**config.mk**
```make
export PLATFORM = sky130hd
export DESIGN_NAME = spi_slave_receiver
export DESIGN_NICKNAME = d
export VERILOG_FILES = /design/src/rtl/router_spi_pkg.sv /design/src/rtl/sync_ff.sv /design/src/rtl/spi_slave_receiver.sv
export SDC_FILE = /design/constraint.sdc
export NUM_CORES = 1
export LEC_CHECK = 0
export ABC_AREA = 1
export CAP_MARGIN = 30
export CORE_ASPECT_RATIO = 0.5
export CORE_UTILIZATION = 44
export DETAILED_ROUTE_END_ITERATION = 6
export PLACE_DENSITY = 0.67
export SLEW_MARGIN = 5
export SYNTH_ARGS = -nofsm -noshare
export SYNTH_HDL_FRONTEND = slang
export SYNTH_HIERARCHICAL = 1
export SYNTH_SLANG_ARGS = --single-unit
```
**constraint.sdc**
```tcl
create_clock -name clock -period 1.46 [get_ports clock]
set_input_delay 0.219 -clock clock [delete_from_list [all_inputs] [get_ports clock]]
set_output_delay 0.219 -clock clock [all_outputs]
set_load 0.02 [all_outputs]
```
**src/rtl/router_spi_pkg.sv**
```systemverilog
// Shared constants and types for the router SPI slave front end.
package router_spi_pkg;

    localparam int unsigned SPI_WORD_SIZE = 8;

    // Idle pin levels loaded into the synchronisers on reset.
    localparam logic SPI_IDLE_SCLK = 1'b0;
    localparam logic SPI_IDLE_MOSI = 1'b0;
    localparam logic SPI_IDLE_SS   = 1'b1;

    typedef enum logic {
        IDLE,
        ACTIVE
    } spi_state_e;

endpackage

```
**src/rtl/sync_ff.sv**
```systemverilog
// Multi-flop synchroniser for a single asynchronous input bit.
module sync_ff #(
    parameter int unsigned STAGES    = 2,
    parameter logic        RESET_VAL = 1'b0
) (
    input  logic clock,
    input  logic reset,
    input  logic d,
    output logic q
);

    logic [STAGES-1:0] sync_q;
    logic [STAGES-1:0] sync_d;

    // Shift the raw input one stage further along the chain.
    always_comb begin
        sync_d = {sync_q[STAGES-2:0], d};
    end

    // Chain registers; reset to the pin's idle level.
    always_ff @(posedge clock or posedge reset) begin
        if (reset) begin
            sync_q <= {STAGES{RESET_VAL}};
        end else begin
            sync_q <= sync_d;
        end
    end

    assign q = sync_q[STAGES-1];

endmodule

```
**src/rtl/spi_slave_receiver.sv**
```systemverilog
// SPI mode-0 slave: oversamples the SPI pins, deserialises mosi into words
// and serialises txData onto miso within the same frame.
module spi_slave_receiver
    import router_spi_pkg::*;
#(
    parameter int unsigned size        = SPI_WORD_SIZE,
    parameter int unsigned SYNC_STAGES = 2
) (
    input  logic            clock,
    input  logic            reset,
    input  logic            sclk,
    input  logic            mosi,
    input  logic            ssN,
    input  logic [size-1:0] txData,
    output logic            miso,
    output logic [size-1:0] dataOut,
    output logic            dataValid,
    output logic            busy,
    output logic            frameError
);

    localparam int unsigned CntW = (size > 1) ? $clog2(size) : 1;
    localparam logic [CntW-1:0] LastBit = CntW'(size - 1);

    logic sclk_s;
    logic mosi_s;
    logic ss_n_s;

    sync_ff #(.STAGES(SYNC_STAGES), .RESET_VAL(SPI_IDLE_SCLK)) u_sync_sclk (
        .clock (clock),
        .reset (reset),
        .d     (sclk),
        .q     (sclk_s)
    );

    sync_ff #(.STAGES(SYNC_STAGES), .RESET_VAL(SPI_IDLE_MOSI)) u_sync_mosi (
        .clock (clock),
        .reset (reset),
        .d     (mosi),
        .q     (mosi_s)
    );

    sync_ff #(.STAGES(SYNC_STAGES), .RESET_VAL(SPI_IDLE_SS)) u_sync_ss_n (
        .clock (clock),
        .reset (reset),
        .d     (ssN),
        .q     (ss_n_s)
    );

    spi_state_e      state_q, state_d;
    logic            sclk_prev_q, sclk_prev_d;
    logic [CntW-1:0] bit_cnt_q, bit_cnt_d;
    logic [size-1:0] rx_shift_q, rx_shift_d;
    logic [size-1:0] tx_shift_q, tx_shift_d;
    logic            miso_q, miso_d;
    logic [size-1:0] data_out_q, data_out_d;
    logic            data_valid_q, data_valid_d;
    logic            frame_error_q, frame_error_d;

    logic sclk_rise;
    logic sclk_fall;

    assign sclk_rise = sclk_s & ~sclk_prev_q;
    assign sclk_fall = ~sclk_s & sclk_prev_q;

    // Frame FSM plus rx/tx shifters; a rise is applied before the frame-end check
    // so a final bit coinciding with ssN deassert still completes its word.
    always_comb begin
        state_d       = state_q;
        sclk_prev_d   = sclk_s;
        bit_cnt_d     = bit_cnt_q;
        rx_shift_d    = rx_shift_q;
        tx_shift_d    = tx_shift_q;
        miso_d        = miso_q;
        data_out_d    = data_out_q;
        data_valid_d  = 1'b0;
        frame_error_d = 1'b0;

        unique case (state_q)
            IDLE: begin
                if (!ss_n_s) begin
                    state_d    = ACTIVE;
                    bit_cnt_d  = '0;
                    tx_shift_d = txData;
                    miso_d     = txData[size-1];
                end
            end
            ACTIVE: begin
                if (sclk_rise) begin
                    rx_shift_d = {rx_shift_q[size-2:0], mosi_s};
                    if (bit_cnt_q == LastBit) begin
                        bit_cnt_d    = '0;
                        data_out_d   = {rx_shift_q[size-2:0], mosi_s};
                        data_valid_d = 1'b1;
                    end else begin
                        bit_cnt_d = bit_cnt_q + CntW'(1);
                    end
                end else if (sclk_fall) begin
                    if (bit_cnt_q == '0) begin
                        tx_shift_d = txData;
                        miso_d     = txData[size-1];
                    end else begin
                        tx_shift_d = tx_shift_q << 1;
                        miso_d     = tx_shift_q[size-2];
                    end
                end

                if (ss_n_s) begin
                    state_d       = IDLE;
                    miso_d        = 1'b0;
                    frame_error_d = (bit_cnt_d != '0);
                    bit_cnt_d     = '0;
                    rx_shift_d    = '0;
                end
            end
            default: state_d = IDLE;
        endcase
    end

    // State and datapath registers.
    always_ff @(posedge clock or posedge reset) begin
        if (reset) begin
            state_q       <= IDLE;
            sclk_prev_q   <= SPI_IDLE_SCLK;
            bit_cnt_q     <= '0;
            rx_shift_q    <= '0;
            tx_shift_q    <= '0;
            miso_q        <= 1'b0;
            data_out_q    <= '0;
            data_valid_q  <= 1'b0;
            frame_error_q <= 1'b0;
        end else begin
            state_q       <= state_d;
            sclk_prev_q   <= sclk_prev_d;
            bit_cnt_q     <= bit_cnt_d;
            rx_shift_q    <= rx_shift_d;
            tx_shift_q    <= tx_shift_d;
            miso_q        <= miso_d;
            data_out_q    <= data_out_d;
            data_valid_q  <= data_valid_d;
            frame_error_q <= frame_error_d;
        end
    end

    assign miso       = miso_q;
    assign dataOut    = data_out_q;
    assign dataValid  = data_valid_q;
    assign busy       = (state_q == ACTIVE);
    assign frameError = frame_error_q;

endmodule

```
======== Yosys cells after proc, flatten, opt, wreduce, memory -nomap -nowiden ========
Index checks and enable logic that the tools add are counted.
W data, S select, Z words.
cells by class
  $add $sub $neg .......................... 1
  equality and inequality tests ........... 6
  mux-type cells .......................... 25
  bitwise logic cells ..................... 5
  reduce and logical (&&, ||, !) cells .... 7
operators by type and width
  kind                   count
  $mux W7                6
  $mux W3                5
  $pmux W7 S2            1
  $mux W1                11
  $reduce_and A3 Y1      3
  $pmux W3 S2            1
  $ne A2 B2 Y1 const B   2
  $add A3 B1 Y3 const B  1
  $eq A3 B3 Y1 const B   1
  $logic_not A3 Y1       1
  $ne A3 B1 Y1 const B   1
  $ne A3 B2 Y1 const B   1
  $not A1 Y1             3
  $reduce_bool A3 Y1     1
  $and A1 B1 Y1          2
  $ne A2 B1 Y1 const B   1
  $pmux W1 S2            1
  $reduce_and A2 Y1      1
  $reduce_bool A2 Y1     1
word-level totals
  register bits after elaboration ......... 36
  input port bits ......................... 13
  output and inout port bits .............. 12
  word-level logic and storage cells ...... 56

======== Logic depth before layout (Yosys ltp) ========
Gate-level depths: netlist of the first run.
  depth in word-level cells ............... 7
  mapped depth ............................ 8
  mapped depth without buffers ............ 8

======== Modules after synthesis ========
The synthesis of the first run kept the hierarchy.
modules (own cells, without submodules)
  module                      instances  cells each  area each (um^2)  sequential area each (um^2)
  spi_slave_receiver          1          155         1,366.3           750.7
  sync_ff at u_sync_mosi ...  2          3           53.8              50.0
  sync_ff at u_sync_ss_n      1          3           56.3              52.6

======== Worst setup path after synthesis of the first run ========
No wires, ideal clock.
  kind .................................... reg2reg
  start ................................... reg bit_cnt_q[0]
  end ..................................... reg data_out_q[1] (netlist: dataOut[1])
  setup time .............................. 119 ps
  arrival ................................. 1,210 ps
  data required time ...................... 1,341 ps
  slack ................................... 131 ps
  cell stages (with the launch flop) ...... 7
  path buffers ............................ 1
  cell sequence ........................... dfrtp_1 > ha_1 > ha_1 > inv_1 > nor2_4 > buf_6 > o21a_1
between the ends
  word-level cells in the longest chain between the ends .. 2
RTL lines
  what                         line                       text
  start: declaration           spi_slave_receiver.sv:52   logic [CntW-1:0] bit_cnt_q, bit_cnt_d;
  start signal: assignment     spi_slave_receiver.sv:135  bit_cnt_q <= bit_cnt_d;
  $eq A3 B3 Y1                 spi_slave_receiver.sv:91   if (bit_cnt_q == LastBit) begin
  $reduce_and A3 Y1 (no line)  n/a
  end signal: assignment       spi_slave_receiver.sv:139  data_out_q <= data_out_d;
  end: declaration             spi_slave_receiver.sv:56   logic [size-1:0] data_out_q, data_out_d;
Every way passes these cells.
A chain may end at the register's enable or synchronous reset.

======== Worst setup path in the final report of the first run ========
  start ................................... reg bit_cnt_q[0]
  end ..................................... reg frame_error_q (netlist: frameError)
between the ends
  word-level cells in the longest chain between the ends .. 7
  elaborated cells between the ends (all ways) .. 8
  classes of those cells .................. add/sub (1); eq/ne (1); mux (5); reduce/logical (1)
RTL lines
  what                                           line                                                text
  $add A3 B1 Y3 or $eq A3 B3 Y1 (tied branches)  spi_slave_receiver.sv:96, spi_slave_receiver.sv:91
  $mux W3                                        spi_slave_receiver.sv:91
  $mux W3 (*)                                    spi_slave_receiver.sv:89                            if (sclk_rise) begin
  $mux W3 (*)                                    spi_slave_receiver.sv:79                            unique case (state_q)
  $reduce_bool A3 Y1 (*)                         spi_slave_receiver.sv:111                           frame_error_d = (bit_cnt_d != '0);
  $mux W1 (*)                                    spi_slave_receiver.sv:108                           if (ss_n_s) begin
  $mux W1 (*)                                    spi_slave_receiver.sv:79
  via frame_error_d                              spi_slave_receiver.sv:58                            logic frame_error_q, frame_error_d;
  end signal: assignment                         spi_slave_receiver.sv:141                           frame_error_q <= frame_error_d;
  end: declaration                               spi_slave_receiver.sv:58
Mark *: on every way through the listed nets, which the timed path passes. The rest lies on a longest branch. The select of a mux whose other input is x is not followed.

==> impl_results.md, run 1 <==
- Number of global-route vias before repair: 1121
- R2R Setup Slk: 0.09 ns
- First-pass GRT wire length: 4840 um
- Fillers: 261
- Largest net degree at the start of global routing: 31
- Initial antenna violation count: 0
- Maxcap violations: 0
- 1st-iter DRT viols: 85
- CTS H-Tree Depth: 2
- Dominant cell type by area after synthesis: dfrtp_1
- N_diodes: 0
- DIE AREA: 0.00373 mm^2
- Syn Nets: 180
- Routed len/inst: 11.1 um
- Syn Area/Cell: 9.33 um^2
- Count leader, synth: nand2_1
- Crit-path max FO: 3
- Residual DRC: 0
- Worst clock skew: 0.00383 ns
- VDD IR max: 0.000435 V
- Total routing usage reported by global routing: 0.173
- Part of the cycle the worst path needs: 0.939
- DPL Wire Length: 1900 um
- Main combinational cell family by area after synthesis: simple AND/OR/NAND/NOR gates
- Die width: 85.4 um
- Status: finished clean
- Clk buf depth: 2
- Routability cong.: 0.761
- Overall routed net length: 2650 um
- Reg area: 903 um^2
- Compound-Gate Fraction of Synth Area: 0.119
- CP required: 1.62 ns
- Post-synthesis sequential area ratio: 0.590
- Clk slew on worst S/H paths: 0.07 ns
- Initial DRT Pass Iterations: 4
- Total power: 2.13 mW
- Root buffer cell: clkbuf_8
- Fmax: 729 MHz
- Final net count: 214
- Critical Path End Type: flop
- CP Launch Type: flop
- Ranking of synthesized cells by area: dfrtp_1 56%, nand2_1 13%, inv_1 7.1%
- Post-synth cell types: 19
- WP data arrival: 1.54 ns
- Slew Viols, Final: 0
- Post-synth EDFFs: 0
- RSZ-0062 raised after global routing: yes
- Ys Warns: 6
- # hold bufs at CTS: 0
- Synth top cells by count: 51 x nand2_1, 34 x dfrtp_1, 29 x inv_1, 7 x o21ai_0
- Synth Flop Type: dfrtp_1
- Synthesis-to-finish area growth: 29.2%
- Multi-input gate area: 500 um^2
- Post-synthesis mux area share: 0
- Hold crit path type: in -> async
- Ports: 25
- Final setup viols: 0
- Overflow after GRT: 0
- Adder and majority cell fraction of the synthesized area: 0.0245
- Leak: 1.08 nW
- Yosys top cell area share: 0.556
- Mapped cell area: 0.00153 mm^2
- Initial Util: 0.485
- Die H: 43.7 um
- Cells after synthesis: 164
- Inserted Clock Buffers: 5
- Async set-reset flop share out of synthesis: 1.00
- Vias post-DR: 1120
- Final hold vios: 0
- Number of synthesized register bits: 36
- Post-synthesis xor/xnor area fraction: 0
- Final min period: 1.37 ns
- Fin Setup TNS: 0 ns
- Buffers on Ports: 24
- Worst skew pair latency: 0.28 ns
- Antenna viol nets, final: 0
- Simple-gate area share of the yosys netlist: 0.182
- Slew headroom: 0.835
- Share of cells above drive strength 1: 0.116
- # rows: 14
- Crit Path Class: reg -> reg
- Power density over the cells: 1080 mW/mm^2
- Core outline area: 0.00315 mm^2
- Vias per cell: 4.69
- Sink Count: 36
- CTS tree: done
- Slew @ Worst Pin: 0.245 ns
-- critical path, stage by stage, from the launching register on --
cell and delay [ns]:
dfrtp_1 0.40, ha_1 0.21, ha_1 0.29, nand3_1 0.09
nand2_1 0.07, nor2_1 0.12, a21oi_1 0.08
-- placed cells by master, fill, tap and decap left out, types with 3 or more instances in the layout --
cell and n:
clkdlybuf4s50_1 12, dlygate4sd2_1 9, nand3_1 5, o22ai_1 6, ha_1 3, o21ai_0 7, clkbuf_8 5, nor2_4 3
o211ai_1 6, buf_4 3, dlymetal6s2s_1 3, inv_1 28, dfrtp_1 34, nand2_1 50, o21a_1 6, nor2_1 4
-- power by group --
group,switching [mW],internal [mW]
sequential,0.0290,1.05
combinational,0.111,0.0870
clock,0.356,0.505
-- metal layers --
metal,GRT usage,vias up,wire [um]
met5,0,-,0
met4,0.0700,0,28
met3,0.0571,5,107
met2,0.299,18,1260
met1,0.207,509,1250
li1,-,588,-
-- metrics by stage --
step / util / instances / worst slack, ns / hold slack [ns] / area [um^2]
finish: 0.627 / 239 / 0.0887 / 0.154 / 1980
global route: 0.627 / 239 / -0.0214 / 0.189 / 1980
CTS: 0.624 / 239 / 0.00591 / 0.156 / 1970
detailed placement: 0.592 / 231 / 0.0104 / 0.339 / 1870
global placement: 0.592 / 231 / 0.0732 / 0.336 / 1870
floorplan: - / 164 / 0.131 / -0.0398 / 1530
-- worst paths after layout --
| path | cells past startpoint | start | end |
|---|---|---|---|
| setup / recovery | 6 | bit_cnt_q[0] | frameError |
| hold / removal | 2 | reset | u_sync_sclk/sync_q[0] |
| setup reg to reg | 6 | bit_cnt_q[0] | frameError |
| hold reg to reg | 0 | u_sync_sclk/sync_q[0] | u_sync_sclk/sync_q[1] |
| max in group asynchronous | 3 | reset | tx_shift_q[6] |
| min in group clock | 1 | ssN | u_sync_ss_n/sync_q[0] |
-- timing repair --
| item | 4_1_cts | 5_1_grt |
|---|---|---|
| setup buffers | 0 | 0 |
| setup endpoints to repair | 9 | 11 |
| resized for setup | 9 | 5 |
| hold endpoints to repair | 0 | 0 |
-- area by class of cell --
class | count | area share
sequential | 36 | 0.457
tap | 40 | 0.0253
clock buffer | 5 | 0.0348
timing repair buffer | 29 | 0.151
multi-input combinational | 96 | 0.253
inverter | 30 | 0.0570
clock inverter | 3 | 0.0215
-- cell families after synthesis --
| kind of cell | Yosys count |
|---|---|
| AO/OA/AOI/OAI | 28 |
| adder cells (fa/ha/maj) | 3 |
| buffers and inverters | 32 |
| flip-flops | 36 |
| AND/OR/NAND/NOR | 65 |
-- flip-flops by register name, summed over array words and instances (netlist names), 2 cells and up --
name and count:
dataOut 8, rx_shift_q 7, tx_shift_q 7, bit_cnt_q 3
u_sync_mosi/sync_q 2, u_sync_sclk/sync_q 2, u_sync_ss_n/sync_q 2
No activity file was read; power rests on OpenSTA's default activity.
==> run 2, diff against run 1 <==
- SKIP_LAST_GASP: not set -> 1
==> results of run 2 <==
No change in the layout: final DEF, timing and power equal those of run 1.
